--- src/rtl/mem_arb_pkg.sv ---
// Shared types for the unified memory-port arbiter: FSM state encoding,
// transaction owner, and the default anti-starvation limit.
package mem_arb_pkg;

  typedef enum logic [2:0] {
    ST_IDLE  = 3'd0,
    ST_REQ_I = 3'd1,
    ST_REQ_D = 3'd2,
    ST_RSP_I = 3'd3,
    ST_RSP_D = 3'd4
  } arb_state_e;

  typedef enum logic {
    OWN_I = 1'b0,
    OWN_D = 1'b1
  } owner_e;

  localparam int DEFAULT_MAX_D_STREAK = 4;

endpackage

--- src/rtl/arb_streak_counter.sv ---
// Saturating counter of consecutive data-side grants taken while the
// instruction side was waiting; sat tells the arbiter to let I go next.
module arb_streak_counter #(
  parameter int MAX_CNT = 4,
  parameter int CNT_W   = $clog2(MAX_CNT + 1)
) (
  input  logic clk,
  input  logic rst,
  input  logic inc,
  input  logic clr,
  output logic sat
);

  logic [CNT_W-1:0] cnt_q;

  assign sat = (cnt_q == CNT_W'(MAX_CNT));

  // clear dominates so an I grant in the same cycle always restarts the streak
  always_ff @(posedge clk or posedge rst) begin
    if (rst) begin
      cnt_q <= '0;
    end else if (clr) begin
      cnt_q <= '0;
    end else if (inc && !sat) begin
      cnt_q <= cnt_q + 1'b1;
    end
  end

endmodule

--- src/rtl/mem_port_arbiter.sv ---
// Shares one memory port between fetch (I) and memory stage (D): one outstanding
// transaction, D priority, I forced ahead after MAX_D_STREAK consecutive D wins.
module mem_port_arbiter
  import mem_arb_pkg::*;
#(
  parameter int DATA_WIDTH   = 32,
  parameter int MAX_D_STREAK = DEFAULT_MAX_D_STREAK
) (
  input  logic                  clk,
  input  logic                  rst,
  input  logic                  if_req_i,
  input  logic [DATA_WIDTH-1:0] if_addr_i,
  output logic                  if_gnt_o,
  output logic                  if_rvalid_o,
  output logic [DATA_WIDTH-1:0] if_rdata_o,
  input  logic                  dm_req_i,
  input  logic                  dm_we_i,
  input  logic [3:0]            dm_be_i,
  input  logic [DATA_WIDTH-1:0] dm_addr_i,
  input  logic [DATA_WIDTH-1:0] dm_wdata_i,
  output logic                  dm_gnt_o,
  output logic                  dm_rvalid_o,
  output logic [DATA_WIDTH-1:0] dm_rdata_o,
  output logic                  mem_req_o,
  output logic                  mem_we_o,
  output logic [3:0]            mem_be_o,
  output logic [DATA_WIDTH-1:0] mem_addr_o,
  output logic [DATA_WIDTH-1:0] mem_wdata_o,
  input  logic                  mem_gnt_i,
  input  logic                  mem_rvalid_i,
  input  logic [DATA_WIDTH-1:0] mem_rdata_i,
  output logic                  err_o
);

  arb_state_e state_q, state_d;
  owner_e     owner;
  logic       streak_sat;
  logic       any_req;
  logic       pick_d;
  logic       grant;
  logic       in_rsp;
  logic       rsp_pulse;
  logic       owner_d;
  logic       err_q;

  assign any_req = if_req_i | dm_req_i;
  assign pick_d  = dm_req_i & ~(streak_sat & if_req_i);

  // Owner is chosen only in IDLE; REQ_x/RSP_x freeze it until the response returns
  always_comb begin
    state_d   = state_q;
    owner     = OWN_I;
    mem_req_o = 1'b0;
    unique case (state_q)
      ST_IDLE: begin
        owner     = pick_d ? OWN_D : OWN_I;
        mem_req_o = any_req;
        if (any_req) begin
          if (mem_gnt_i) state_d = pick_d ? ST_RSP_D : ST_RSP_I;
          else           state_d = pick_d ? ST_REQ_D : ST_REQ_I;
        end
      end
      ST_REQ_I: begin
        owner     = OWN_I;
        mem_req_o = 1'b1;
        if (mem_gnt_i) state_d = ST_RSP_I;
      end
      ST_REQ_D: begin
        owner     = OWN_D;
        mem_req_o = 1'b1;
        if (mem_gnt_i) state_d = ST_RSP_D;
      end
      ST_RSP_I: begin
        owner = OWN_I;
        if (mem_rvalid_i) state_d = ST_IDLE;
      end
      ST_RSP_D: begin
        owner = OWN_D;
        if (mem_rvalid_i) state_d = ST_IDLE;
      end
      default: state_d = ST_IDLE;
    endcase
  end

  always_ff @(posedge clk or posedge rst) begin
    if (rst) state_q <= ST_IDLE;
    else     state_q <= state_d;
  end

  assign owner_d   = (owner == OWN_D);
  assign grant     = mem_req_o & mem_gnt_i;
  assign in_rsp    = (state_q == ST_RSP_I) || (state_q == ST_RSP_D);
  assign rsp_pulse = in_rsp & mem_rvalid_i;

  assign if_gnt_o    = grant & ~owner_d;
  assign dm_gnt_o    = grant &  owner_d;
  assign if_rvalid_o = rsp_pulse & ~owner_d;
  assign dm_rvalid_o = rsp_pulse &  owner_d;
  assign if_rdata_o  = if_rvalid_o ? mem_rdata_i : '0;
  assign dm_rdata_o  = dm_rvalid_o ? mem_rdata_i : '0;

  // Memory-side fields are zeroed whenever no request is presented
  assign mem_we_o    = mem_req_o & owner_d & dm_we_i;
  assign mem_be_o    = !mem_req_o ? 4'h0 : (owner_d ? dm_be_i : 4'hF);
  assign mem_addr_o  = !mem_req_o ? '0 : (owner_d ? dm_addr_i : if_addr_i);
  assign mem_wdata_o = (mem_req_o && owner_d) ? dm_wdata_i : '0;

  arb_streak_counter #(
    .MAX_CNT (MAX_D_STREAK)
  ) u_streak (
    .clk (clk),
    .rst (rst),
    .inc (dm_gnt_o & if_req_i),
    .clr (if_gnt_o | ~if_req_i),
    .sat (streak_sat)
  );

  // A response with nothing outstanding is latched until the next reset
  always_ff @(posedge clk or posedge rst) begin
    if (rst)                          err_q <= 1'b0;
    else if (mem_rvalid_i && !in_rsp) err_q <= 1'b1;
  end

  assign err_o = err_q;

endmodule

--- config.mk ---
export PLATFORM = sky130hd
export DESIGN_NAME = mem_port_arbiter
export DESIGN_NICKNAME = d
export VERILOG_FILES = /design/src/rtl/mem_arb_pkg.sv /design/src/rtl/arb_streak_counter.sv /design/src/rtl/mem_port_arbiter.sv
export SDC_FILE = /design/constraint.sdc
export NUM_CORES = 1
export LEC_CHECK = 0
export CORE_AREA = 2 2 107 109
export DETAILED_ROUTE_END_ITERATION = 8
export DIE_AREA = 0 0 109 111
export GPL_ROUTABILITY_DRIVEN = 0
export PLACE_DENSITY = 0.66
export SYNTH_ARGS = -nofsm -noshare
export SYNTH_HDL_FRONTEND = slang
export SYNTH_SLANG_ARGS = --single-unit
--- constraint.sdc ---
create_clock -name clk -period 4.7 [get_ports clk]
set_clock_uncertainty 0.05 [all_clocks]
set_input_delay 0.47 -clock clk [delete_from_list [all_inputs] [get_ports clk]]
set_output_delay 0.47 -clock clk [all_outputs]
set_load 0.02 [all_outputs]
# Word-level counts from Yosys, hierarchy flattened
# Cells that the tools add are included.
# Widths: inputs -> output; s select.
[word_totals] regBits=7 in_bits=139 out_inout_bits=139 elab_cells=61
[op_classes] add_sub_neg=1 eq_ne=9 n_mux=20 n_bitwise=16 reduce_logical=12
[op_table] cell="$mux 32" count=5
[op_table] cell="$mux 3" count=8
[op_table] cell="$pmux 3 s4" count=1
[op_table] cell="$and 1x1->1" count=11
[op_table] cell="$mux 4" count=2
[op_table] cell="$eq 3x2->1 const B" count=2
[op_table] cell="$eq 3x3->1 const B" count=2
[op_table] cell="$ne 2x2->1 const B" count=3
[op_table] cell="$reduce_or 2->1" count=3
[op_table] cell="$pmux 1 s2" count=2
[op_table] cell="$reduce_and 4->1" count=1
[op_table] cell="$add 3x1->3 const B" count=1
[op_table] cell="$eq 3x1->1 const B" count=1
[op_table] cell="$logic_and 1x1->1" count=3
[op_table] cell="$logic_not 3->1" count=1
[op_table] cell="$not 1->1" count=3
[op_table] cell="$logic_not 1->1" count=2
[op_table] cell="$mux 2" count=1
[op_table] cell="$ne 2x1->1 const B" count=1
[op_table] cell="$or 1x1->1" count=2
[op_table] cell="$reduce_bool 2->1" count=1
[op_table] cell="$logic_or 1x1->1" count=1
[op_table] cell="$mux 1" count=1

# Longest topological paths before layout
# Gate-level depths: netlist (run 1).
[depth] word_depth=11 ltp_mapped=9 depth_no_buf=9

# Modules after synthesis
# Synthesis (run 1) repeated with hierarchy kept, for this count alone.
[unflattened] hier_cells=405 hier_area_um2=2394.8
[by_module_without_submodules] module="mem_port_arbiter" instances=1 cells_per_inst=386 area_per_inst_um2=2198.4 seq_area_each_um2=100.1
[by_module_without_submodules] module="arb_streak_counter" instances=1 cells_per_inst=19 area_per_inst_um2=196.4 seq_area_each_um2=75.1

# Worst setup path before layout (run 1)
# No wires, ideal clock.
[synth_timing] path_type="register -> output" start="reg u_streak.cnt_q[0]" end="out mem_addr_o[10]" arrival_time_ns=1.618 t_required_ns=4.180 path_slack_ns=2.562 path_stages_with_launch=8 n_path_buf=1 path_cell_list="dfrtp_1 -> inv_1 -> ha_1 -> nand2_1 -> a21oi_1 -> o21ai_1 -> clkbuf_1 -> a2bb2oi_1"
[synth_between] elab_chain_cells=8
[synth_lines] item="start, declared" line_no="arb_streak_counter.sv:14" rtl="logic [CNT_W-1:0] cnt_q;"
[synth_lines] item="start signal, assigned" line_no="arb_streak_counter.sv:25" rtl="cnt_q <= cnt_q + 1'b1;"
[synth_lines] item="$eq 3x3->1" line_no="arb_streak_counter.sv:16" rtl="assign sat = (cnt_q == CNT_W'(MAX_CNT));"
[synth_lines] item="$and 1x1->1" line_no="mem_port_arbiter.sv:47" rtl="assign pick_d = dm_req_i & ~(streak_sat & if_req_i);"
[synth_lines] item="$not 1->1" line_no="mem_port_arbiter.sv:47"
[synth_lines] item="$and 1x1->1" line_no="mem_port_arbiter.sv:47"
[synth_lines] item="$mux 1" line_no="mem_port_arbiter.sv:56" rtl="owner = pick_d ? OWN_D : OWN_I;"
[synth_lines] item="$pmux 1 s2" line_no="mem_port_arbiter.sv:54" rtl="unique case (state_q)"
[synth_lines] item="$mux 32 (2 in series)" line_no="mem_port_arbiter.sv:105" rtl="assign mem_addr_o = !mem_req_o ? '0 : (owner_d ? dm_addr_i : if_addr_i);"
[synth_lines] item="end, declared" line_no="mem_port_arbiter.sv:27" rtl="output logic [DATA_WIDTH-1:0] mem_addr_o,"
# No other way between the ends.

# Worst setup path after layout (run 1)
[layout_timing] start="reg state_q[0]" end="out if_rdata_o[26]"
[layout_between] elab_chain_cells=6 word_cells_on_any_way=11 cone_classes="eq/ne: 3; mux: 2; bitwise: 3; reduce/logical: 3"
[layout_lines] item="start, declared" line_no="mem_port_arbiter.sv:35" rtl="arb_state_e state_q, state_d;"
[layout_lines] item="start signal, assigned" line_no="mem_port_arbiter.sv:87" rtl="else state_q <= state_d;"
[layout_lines] item="$eq 3x3->1 or $eq 3x2->1 (tied branches)" line_no="mem_port_arbiter.sv:54, mem_port_arbiter.sv:92"
[layout_lines] item="$reduce_or 2->1 (no source line)"
[layout_lines] item="$pmux 1 s2" line_no="mem_port_arbiter.sv:54"
[layout_lines] item="$not 1->1" line_no="mem_port_arbiter.sv:97" rtl="assign if_rvalid_o = rsp_pulse & ~owner_d;"
[layout_lines] item="$and 1x1->1 (*)" line_no="mem_port_arbiter.sv:97"
[layout_lines] item="$mux 32 (*)" line_no="mem_port_arbiter.sv:99" rtl="assign if_rdata_o = if_rvalid_o ? mem_rdata_i : '0;"
[layout_lines] item="end, declared" line_no="mem_port_arbiter.sv:15" rtl="output logic [DATA_WIDTH-1:0] if_rdata_o,"
# Every way passes the cells marked *; elsewhere a longest branch is shown, timed or not.

==> results.yml, run 1 <==
outcome:
  outcome: "finished, final reports clean"
layout:
  nets: 657
  ff_latch_area_um2: 175
  diodes: 0
  final_util_pct: 42.2
  final_cell_mix: "clkdlybuf4s50_1, and2_1, nand2_1"
  layout_commonest_cell: "clkdlybuf4s50_1"
  area_growth_syn_to_layout_pct: 175
  drive_gt1_share_pct: 3.11
  stdcell_area_um2: 4670
  n_fill_cell: 1103
  multi_input_comb_area_um2: 1410
  final_cells: 657
sta:
  fin_ws_ns: 1.43
  whs_ns: 0.417
  fin_tns_setup_ns: 0
  fin_crit_ns: 3.27
  hold_violations: 0
  rsz0062_at_grt: "false"
  maxSlewViolCount: 0
  setup_viol: 0
  fin_crit_sh_pct: 69.6
  maxSlewHeadroom_pct: 42.4
  worstMarginPinSlew_ns: 0.864
  max_freq_mhz: 306
worst_setup_path:
  worst_ep_arrival_time_ns: 2.75
  worstPathMaxFanout: 33
  worstSetupPathType: "reg -> out"
  crit_path_end_kind: "output pin"
  cp_slowest_cell: "and4_1"
  critPathBufInv: 1
  cp_slowest_stage_delay_ns: 0.89
  crit_required_ns: 4.18
  crit_family: "simple AND/OR/NAND/NOR gates"
  worstSetupStartpointType: "flop"
  path_cells: "and4_1 -> and2_1 -> clkdlybuf4s50_1"
power_and_ir_drop:
  swShare_pct: 48.3
  p_comb_share_pct: 87.5
  ir_drop_uv: 343
  power.density_nw_per_um2: 478
  leakage_nw: 1.81
  totalPowerFinal_mw: 2.23
  p_sw_mw: 1.08
  p_seq_share_pct: 6.1
  clockPowerShare_pct: 6.4
  internal_power_mw: 1.16
cts:
  clk_latency_ns: 0.23
  cts_root_buffer: "clkbuf_16"
  clk_pin_slew_ns: 0.04
  cts.sinks: 7
  postCtsSetupRepairBufs: 0
  htreeDepth: 1
  cts_tree: "built"
  hold_buffers: 0
  cts_buffers: 3
  clock_path_buffers: 2
  cts_resized: 0
floorplanning:
  pin_count: 278
  rows: 39
  die_area_um2: 12100
  start_util_pct: 15.4
  die_height_um: 111
  core_um2: 11100
  die_w_um: 109
logic_synthesis:
  synth_top_cell_by_area: "and2_1"
  synth-seq-cells: 7
  synthesis.area_um2: 1700
  synth_seq_area_share_pct: 10.3
  ys.flop_type: "dfrtp_1"
  synth_area_leaders: "and2_1, a2bb2oi_1, dfrtp_1, nand2_1, clkbuf_1"
  synth-async-reset-ratio_pct: 100
  syn_inst: 253
  synth_nets: 395
  synth.avg_cell_area_um2: 6.73
  synth_top_area_share_pct: 36.0
  yosysWarningCount: 0
  synth_cell_type_count: 35
  synth_edf_count: 0
detailed_routing:
  vias: 2749
  drtIter0Drc: 53
  final_antenna_net_count: 0
  firstDrtPassIters: 4
  wl_per_cell_um: 13.7
  drc: 0
  via_per_inst: 4.18
  routed_wl_um: 8980
place:
  placed_cell_area_um2: 4600
  numPortBuffers: 277
  dp.cells: 653
  dp_slack_ns: 1.45
  hpwl_um: 7500
global_route:
  antenna_found_initial: 0
  grt_pass1_wl_um: 13400
  grt-ovfl-total: 0
  grt_pass1_vias: 2662
  grt_use_total_pct: 13.5
  grt_max_degree: 43
min_path:
  min_path_type: "reg -> reg"
flow_run:
  drv_cap: 0
routing by layer:
layer / part of all wire, % / global-route usage [%] / up-vias / wire length (um)
met5: 0 / 0 / - / 0
met4: 1.2 / 2.05 / 0 / 104
met3: 9.1 / 3.29 / 10 / 816
met2: 53 / 26.8 / 143 / 4770
met1: 37 / 14.1 / 1218 / 3290
li1: - / - / 1378 / -
registers in the layout, summed over array words and instances, names as in the netlist:
register and cells:
state_q 3, u_streak.cnt_q 3, err_o 1
Yosys cell counts (4+ instances only):
cell type / number
and2_1: 98
a2bb2oi_1: 32
clkbuf_1: 14
nor2_1: 4
o21a_1: 5
nand3_1: 4
inv_1: 5
buf_2: 8
dfrtp_1: 7
a21oi_1: 6
nand2_1: 36
cells by family (layout without fill, tap and decap cells):
group	after synthesis	count (layout)	share of synthesized area [%]
flip-flops	7	7	10.3
adder cells (fa/ha/maj)	3	3	2.21
buffers and inverters	30	291	7.87
AO/OA/AOI/OAI	58	58	27.6
XOR/XNOR	1	1	0.515
AND/OR/NAND/NOR	154	154	51.5
final cells by class:
cell class,instances,share of cell area (%)
well taps,143,3.83
multi-input cells,216,30.2
flip-flops and latches,7,3.75
inverters,5,0.401
repair buffers,282,60.1
clock buffers,4,1.69
power groups by stage:
stage               Combinational (mW)  Clock (mW)  Sequential (mW)
finish                            1.96       0.143            0.135
global route                      2.08       0.148            0.141
CTS                               1.98       0.144            0.135
detailed placement                1.96           0            0.136
global placement                  1.96           0            0.135
floorplan                         1.11           0           0.0803
final timing paths:
path | start | end | slack, ns | cells past startpoint
min reg2reg | err_o$_DFFE_PP0P_ | err_o$_DFFE_PP0P_ | 0.42 | 1
max reg2reg | state_q[0]$_DFFE_PP0P_ | u_streak.cnt_q[0]$_DFFE_PP0P_ | 2.62 | 5
min | err_o$_DFFE_PP0P_ | err_o$_DFFE_PP0P_ | 0.42 | 1
max | state_q[0]$_DFFE_PP0P_ | if_rdata_o[26] | 1.43 | 3
min in group asynchronous | rst | u_streak.cnt_q[0]$_DFFE_PP0P_ | 0.43 | 2
max in group asynchronous | rst | err_o$_DFFE_PP0P_ | 3.96 | 2
(Power assumes the default switching activity.)
==> run 2, diff against run 1 <==
Settings changed: PLACE_DENSITY 0.66 to 0.68.
Clock period 4.7 ns to 2.8 ns, I/O delays scaled along.
==> run 2 against run 1 <==
Net effect:
- flip-flop and latch count unchanged
- global-route usage grew 0.060 points
- total power up 74%
- clock power is 71% higher
- via count rose by 3.1%
- setup slack got worse by 1.3 ns
- non-clock buffer count is 7 higher
- die area did not move
- cell count increased by 1.1%
- count of clock-buffer cells in the layout did not move
- utilization rose by 1.9 points
- critical path depth grew 3
- critical endpoint is now mem_be_o[2]
- largest cell class unchanged
==> results.yml, run 2 (synthesized netlist as in run 1, its figures left out) <==
global_route:
  grt_use_met1_pct: 13.8
  busiest_layer: "met2"
  grt_pass1_vias: 2729
  grt_max_degree: 34
  use_met3_pct: 3.12
  grt-ovfl-total: 0
  grt_use_total_pct: 13.6
  use_met2_pct: 27.2
  grt_pass1_wl_um: 13400
  antenna_found_initial: 0
cts:
  clk_latency_ns: 0.23
  clock_path_buffers: 2
  clk_pin_slew_ns: 0.04
  cts_root_buffer: "clkbuf_16"
  cts_buffers: 3
  cts.sinks: 7
  hold_buffers: 0
  htreeDepth: 1
  cts_tree: "built"
min_path:
  min_path_type: "in -> async"
power_and_ir_drop:
  p_comb_share_pct: 88.9
  p_sw_mw: 1.85
  internal_power_mw: 2.03
  clockPowerShare_pct: 6.3
  swShare_pct: 47.7
  p_seq_share_pct: 4.8
  ir_drop_uv: 457
  leakage_nw: 2.26
  power.density_nw_per_um2: 795
place:
  numPortBuffers: 277
  hpwl_um: 7570
  dp_slack_ns: 0.0221
layout:
  area_growth_syn_to_layout_pct: 187
  n_fill_cell: 1118
  drive_gt1_share_pct: 4.41
  diodes: 0
  nets: 664
  final_cell_mix: "clkdlybuf4s50_1, and2_1, nand2_1"
  layout_commonest_cell: "clkdlybuf4s50_1"
outcome:
  outcome: "finished, final reports clean"
floorplanning:
  start_util_pct: 15.4
  die_w_um: 109
  pin_count: 278
  rows: 39
  die_height_um: 111
  core_um2: 11100
  die_area_um2: 12100
sta:
  worstMarginPinSlew_ns: 0.394
  maxSlewViolCount: 0
  setup_viol: 0
  fin_ws_ns: 0.147
  fin_crit_ns: 2.65
  fin_tns_setup_ns: 0
  rsz0062_at_grt: "false"
  max_freq_mhz: 377
  maxSlewHeadroom_pct: 73.7
  fin_crit_sh_pct: 94.8
  hold_violations: 0
worst_setup_path:
  crit_start: "if_req_i"
  r2r-end: "state_q[1]$_DFFE_PP0P_"
  crit_required_ns: 2.47
  worst_ep_arrival_time_ns: 2.32
  worstSetupPathType: "in -> out"
  cp_slowest_stage_delay_ns: 0.60
  r2r-start: "u_streak.cnt_q[0]$_DFFE_PP0P_"
  worstPathMaxFanout: 15
  crit_path_end: "mem_be_o[2]"
  path_cells: "clkdlybuf4s50_1 -> nor4_2 -> a211oi_4 -> buf_6 -> o21a_1 -> clkdlybuf4s50_1"
  cp_slowest_cell: "clkdlybuf4s50_1"
  crit_path_end_kind: "output pin"
  worstSetupStartpointType: "input pin"
  reg2reg_depth: 9
  cpMostUsedCell: "clkdlybuf4s50_1"
  ff2ff_setup_slack_ns: 0.92
detailed_routing:
  drc: 0
  vias: 2834
  via_per_inst: 4.27
  routed_wl_um: 9100
  final_antenna_net_count: 0
  firstDrtPassIters: 4
  wl_per_cell_um: 13.7
  drtIter0Drc: 98
flow_run:
  drv_cap: 0
-- run 2: worst min path at each step --
stage	to	slack (ns)	depth (start not counted)
after global placement	err_o$_DFFE_PP0P_	0.43	1
after CTS	u_streak.cnt_q[2]$_DFFE_PP0P_	0.24	2
after detailed placement	err_o$_DFFE_PP0P_	0.43	1
final	u_streak.cnt_q[0]$_DFFE_PP0P_	0.23	2
after floorplan	err_o$_DFFE_PP0P_	0.03	1
after global routing	u_streak.cnt_q[2]$_DFFE_PP0P_	0.27	2
-- run 2: timing repair --
action | 4_1_cts | 5_1_grt
gates resized for setup | 0 | 35
buffers inserted | 0 | 1
endpoints found under the setup margin | 0 | 37
-- run 2: worst max-delay path: cells and delay by family --
kind | cells | cell delay [ns]
and+or+nand+nor | 1 | 0.10
AOI/OAI and AO/OA | 2 | 0.54
buffers and inverters | 3 | 1.41
-- run 2: per-stage QoR --
step           std cells  instance area, um2  utilization [%]  power [mW]  hold WS [ns]
2_1_floorplan        253                1700                -        2.01        0.0334
6_report             664                4880             44.1        3.88         0.229
4_1_cts              663                4780             43.2        3.96         0.241
5_1_grt              664                4880             44.1        4.12         0.271
3_5_place_dp         659                4700             42.5        3.69         0.432
3_3_place_gp         659                4700             42.5        3.65         0.425
-- run 2: cell type report --
cell class,count,area [um2],area share (%)
Clock buffer,4,78.8,1.61
Multi-Input combinational cell,216,1420,29.1
Inverter,5,18.8,0.384
Timing Repair Buffer,289,3010,61.7
Tap cell,143,179,3.66
Sequential cell,7,175,3.59
-- run 2: layer usage --
| layer | wire (um) | part of all wire, % |
|---|---|---|
| met5 | 0 | 0 |
| met1 | 3220 | 35 |
| met2 | 4830 | 53 |
| met4 | 127 | 1.4 |
| met3 | 922 | 10 |
-- run 2: power by group through the flow --
| stage | sequential [mW] | combinational, mW | clock, mW |
|---|---|---|---|
| 2_1_floorplan | 0.135 | 1.87 | 0 |
| 3_3_place_gp | 0.185 | 3.47 | 0 |
| 3_5_place_dp | 0.187 | 3.50 | 0 |
| 4_1_cts | 0.187 | 3.52 | 0.250 |
| 5_1_grt | 0.194 | 3.67 | 0.256 |
| 6_report | 0.186 | 3.45 | 0.245 |
==> variant 1: new RTL, settings of run 2 <==
The parameter `DATA_WIDTH` goes from 32 to 40.
--- a/src/rtl/mem_port_arbiter.sv
+++ b/src/rtl/mem_port_arbiter.sv
@@ -4,5 +4,5 @@
   import mem_arb_pkg::*;
 #(
-  parameter int DATA_WIDTH   = 32,
+  parameter int DATA_WIDTH   = 40,
   parameter int MAX_D_STREAK = DEFAULT_MAX_D_STREAK
 ) (
Interface: changed (8 resized); port bits go from 278 to 342. The function was not compared with the original's and may differ.
==> variant 1 against run 2 <==
- final cell count increased by 16%
- synthesized area up 14%
- synthesized cell count up 18%
- sequential share of layout area down 0.52 points
- power up 21%
- sequential cell count stayed put
- routed wire length is 45% higher
- global-route usage rose by 6.0 points
- die area did not move
- setup slack got worse by 0.059 ns
- combinational power increased by 24%
- worst hold slack improved by 0.020 ns
- final area grew 18%
- critical path depth increased by 2
- critical endpoint is now mem_addr_o[11]
- highest routed layer unchanged
==> variant 1: results (changes against run 2) <==
post-synthesis sequential area ratio 0.0905 (was 0.103); Mapped Cells 298 (was 253); Worst Path Max Fanout 40 (was 15); vias per cell 4.41 (was 4.27); dpl cell area 5580 um2 (was 4700 um2); Largest delay share family, worst path buffers and inverters (unchanged); root buffer cell clkbuf_16 (unchanged); Nets 800 (was 664); VDD IR-drop max 0.518 mV (was 0.457 mV); switching power 2290 uW (was 1850 uW); relative slew slack 0.682 (was 0.737); Worst EP arrival 2.38 ns (was 2.32 ns); largest net degree at the start of global routing 51 (was 34); total CTS buffers 3 (unchanged); WHS 0.249 ns (was 0.229 ns); dpl hpwl 11.1 mm (was 7.57 mm); Iter 0 DRT Violations 113 (was 98); CTS H-tree lvls 1 (unchanged); CTS clock-pin slew for the worst setup and hold paths 0.04 ns (about the same); Post-Synth XOR/XNOR Area 0.00452 (was 0.00515); DR WL/cell 17.1 um (was 13.7 um); HP Class in -> async (unchanged); Setup WS pre-CTS 0.0444 ns (was 0.0221 ns); top post-synthesis cells by count and2_1, nand2_1, a2bb2oi_1 (unchanged); vias in the first global route 3287 (was 2729); Port Buf Inserts 341 (was 277); CTS max path bufs 2 (unchanged); post-synthesis mux area share 0 (unchanged); total track usage 0.196 (was 0.136); Static Leak 0.00255 uW (was 0.00226 uW); cell count after placement 762 (was 659); layout cells sized above 1 0.0496 (was 0.0441); slowest stage delay, CP 0.63 ns (was 0.60 ns); YS warnings 0 (unchanged); syn nets 472 (was 395); reg2reg path depth 6 (was 9); first-pass GRT wire length 18.4 mm (was 13.4 mm); Synth cell types 34 (was 35); FF-to-FF setup slack 0.75 ns (was 0.92 ns); non-filler instance count after layout 768 (was 664); detailed-router iteration count before antenna repair 4 (unchanged); FF-to-FF Start state_q[1] (was u_streak.cnt_q[0]); largest cells by area after synthesis and2_1, a2bb2oi_1, dfrtp_1, nand2_1, clkbuf_1 (unchanged); complex-gate fraction of the synthesized area 0.273 (was 0.276); reg-to-reg endpoint u_streak.cnt_q[1] (was state_q[1]); outcome finished clean (unchanged); Post-Synth Adder-Cell Area 0.0194 (was 0.0221); CP max-delay cell clkdlybuf4s50_1 (unchanged)
==> variant 1: metal layers <==
| layer | vias up | wire length (um) | part of all wire | GRT usage |
|---|---|---|---|---|
| li1 | 1656 | - | - | - |
| met1 | 1530 | 4320 | 0.33 | 0.189 |
| met2 | 187 | 7220 | 0.55 | 0.392 |
| met3 | 17 | 1370 | 0.10 | 0.0576 |
| met4 | 0 | 244 | 0.019 | 0.0504 |
| met5 | - | 0 | 0 | 0 |
==> variant 1: worst reg2reg max path: cells and delay by family, from the launching register on <==
kind / cells / cell delay [ns]
AOI/OAI and AO/OA: 3 / 0.52
buffers and inverters: 2 / 0.35
DFF: 1 / 0.51
and+or+nand+nor: 1 / 0.52
==> variant 1: worst max path at each step <==
stage | from | to | slack (ns) | depth (start not counted)
after floorplan | state_q[0] | mem_addr_o[34] | 0.78 | 5
after CTS | u_streak.cnt_q[0] | mem_addr_o[2] | 0.02 | 8
final | u_streak.cnt_q[0] | mem_addr_o[11] | 0.09 | 8
after global routing | u_streak.cnt_q[0] | mem_wdata_o[25] | -0.004 | 8
after detailed placement | if_req_i | mem_addr_o[2] | 0.04 | 7
after global placement | if_req_i | mem_addr_o[3] | 0.05 | 7
==> variant 1: power groups by stage <==
stage                     Clock, uW  Combinational, uW  Sequential (uW)
final                           244               4270              190
after floorplan                   0               2180              143
after CTS                       248               4290              188
after global placement            0               4230              187
after detailed placement          0               4270              188
after global routing            255               4490              197
==> variant 1: final cells by class <==
class,count,area [um2]
Clock buffer,4,78.8
Fill cell,1061,5320
Inverter,5,18.8
Multi-Input combinational cell,256,1650
Sequential cell,7,176
Tap cell,143,179
Timing Repair Buffer,353,3660
==> variant 1: what timing repair did <==
item                                    4_1_cts  5_1_grt
gates resized for setup                       0       28
endpoints found under the setup margin        0       57
setup buffers                                 0        1
==> variant 2: new RTL, config.mk and constraints of run 2 <==
Without the edit above. Reset style: synchronous (`rst`), changed in 3 clocked blocks.
--- a/src/rtl/arb_streak_counter.sv
+++ b/src/rtl/arb_streak_counter.sv
@@ -17,5 +17,5 @@
 
   // clear dominates so an I grant in the same cycle always restarts the streak
-  always_ff @(posedge clk or posedge rst) begin
+  always_ff @(posedge clk) begin
     if (rst) begin
       cnt_q <= '0;
--- a/src/rtl/mem_port_arbiter.sv
+++ b/src/rtl/mem_port_arbiter.sv
@@ -83,5 +83,5 @@
   end
 
-  always_ff @(posedge clk or posedge rst) begin
+  always_ff @(posedge clk) begin
     if (rst) state_q <= ST_IDLE;
     else     state_q <= state_d;
@@ -117,5 +117,5 @@
 
   // A response with nothing outstanding is latched until the next reset
-  always_ff @(posedge clk or posedge rst) begin
+  always_ff @(posedge clk) begin
     if (rst)                          err_q <= 1'b0;
     else if (mem_rvalid_i && !in_rsp) err_q <= 1'b1;
Check against the original RTL: differs if rst is asserted again (counterexample within 4 cycles, from zero or initial values and one cycle with rst high); with rst held inactive, the same outputs for 10 cycles.
==> variant 2 against run 2 <==
- final area decreased by 2.2%
- via count decreased by 3.1%
- power decreased by 5.9%
- synthesized area decreased by 0.96%
- sequential power increased by 3%
- critical endpoint is now mem_be_o[3]
- routed wire length decreased by 2.6%
- global-route usage decreased by 0.21 points
- fmax decreased by 2.9%
- setup slack got worse by 0.079 ns
- sequential cell count unchanged
==> variant 2: results (changes against run 2) <==
Iter 0 DRT Violations 74 (was 98); Fin Setup TNS 0 ns (unchanged); met1 WL 3.48 mm (was 3.22 mm); root buffer cell clkbuf_16 (unchanged); Syn Area/Cell 6.77 um2 (was 6.73 um2); area taken by multi-input logic gates 1460 um2 (was 1420 um2); ys async rst share 0 (was 1.00); Design Power 3650 uW (was 3880 uW); fraction of area in registers 0.0294 (was 0.0359); total track usage 0.134 (was 0.136); M3 GR Usage 0.0218 (was 0.0312); outcome finished clean (unchanged); Layout clock buffers 4 (unchanged); Combinational Power 3210 uW (was 3450 uW); Final Core Density 0.431 (was 0.441); FILL cells 1100 (was 1118); Worst Path Max Fanout 6 (was 15); sequential share of power 0.052 (was 0.048); ys flop type dfxtp_1 (was dfrtp_1); Seq cells 7 (unchanged); metal3 WL 518 um (was 922 um); syn nets 391 (was 395); dpl cell area 4680 um2 (was 4700 um2); vias in the first global route 2567 (was 2729); NonClk Buf Share 0.605 (was 0.617); nonclk inv count 8 (was 5); layout cells sized above 1 0.0345 (was 0.0441); VDD IR-drop max 0.434 mV (was 0.457 mV); global-route met2 utilization 0.244 (was 0.272); top post-synthesis cells by count and2_1, nor2_1, mux2i_1 (was and2_1, nand2_1, a2bb2oi_1); post-synthesis sequential area ratio 0.0831 (was 0.103); first-pass GRT wire length 13.1 mm (was 13.4 mm); Worst EP arrival 2.40 ns (was 2.32 ns); DR WL/cell 13.3 um (was 13.7 um); non-filler instance count after layout 664 (unchanged); Worst Tran Pin Value 0.540 ns (was 0.394 ns); largest cells by area after synthesis and2_1, mux2i_1, dfxtp_1, nor2_1, clkbuf_1 (was and2_1, a2bb2oi_1, dfrtp_1, nand2_1, clkbuf_1); clock tree cell share of total cell area 0.0165 (was 0.0161); Multi-In Gates 215 (was 216); vias per cell 4.14 (was 4.27); slowest stage delay, CP 0.53 ns (was 0.60 ns); Setup WS pre-CTS 0.0996 ns (was 0.0221 ns); total CTS buffers 3 (unchanged); HP Class reg -> reg (was in -> async); grt met1 use 0.160 (was 0.138); top layer in use met4 (unchanged); Synth cell types 31 (was 35); dpl hpwl 7.52 mm (was 7.57 mm); Static Leak 0.00205 uW (was 0.00226 uW); switching power 1800 uW (was 1850 uW); met2 WL 4.72 mm (was 4.83 mm); largest net degree at the start of global routing 34 (unchanged); buffers outside the clock class 287 (was 289)
## variant 2: cell count changes after synthesis, moves of 7 or more
cell       delta
dfxtp_1       +7
dfrtp_1       -7
nor2_1       +32
mux2i_1      +33
a2bb2oi_1    -32
nand2_1      -31
## variant 2: worst paths after layout
check	slack (ns)	from	cells after the start	end
hold / removal	0.39	err_o	2	err_o
setup / recovery	0.07	u_streak.cnt_q[0]	8	mem_be_o[3]
setup reg to reg	0.78	state_q[1]	5	u_streak.cnt_q[1]
hold reg to reg	0.39	err_o	2	err_o
## variant 2: repair_timing
action                     4_1_cts  5_1_grt
pin swaps                        0        1
resized for setup               28       12
setup endpoints to repair       38       35
## variant 2: kinds of logic (layout without fill, tap and decap cells)
kind of cell             count (synthesis)  in the layout  synth area share
AND/OR/NAND/NOR                        154            154             0.521
multiplexers                            33             33             0.196
buffers and inverters                   27            299            0.0757
AO/OA/AOI/OAI                           24             24            0.0965
flip-flops                               7              7            0.0831
adder cells (fa/ha/maj)                  3              3            0.0223
XOR/XNOR                                 1              1           0.00520
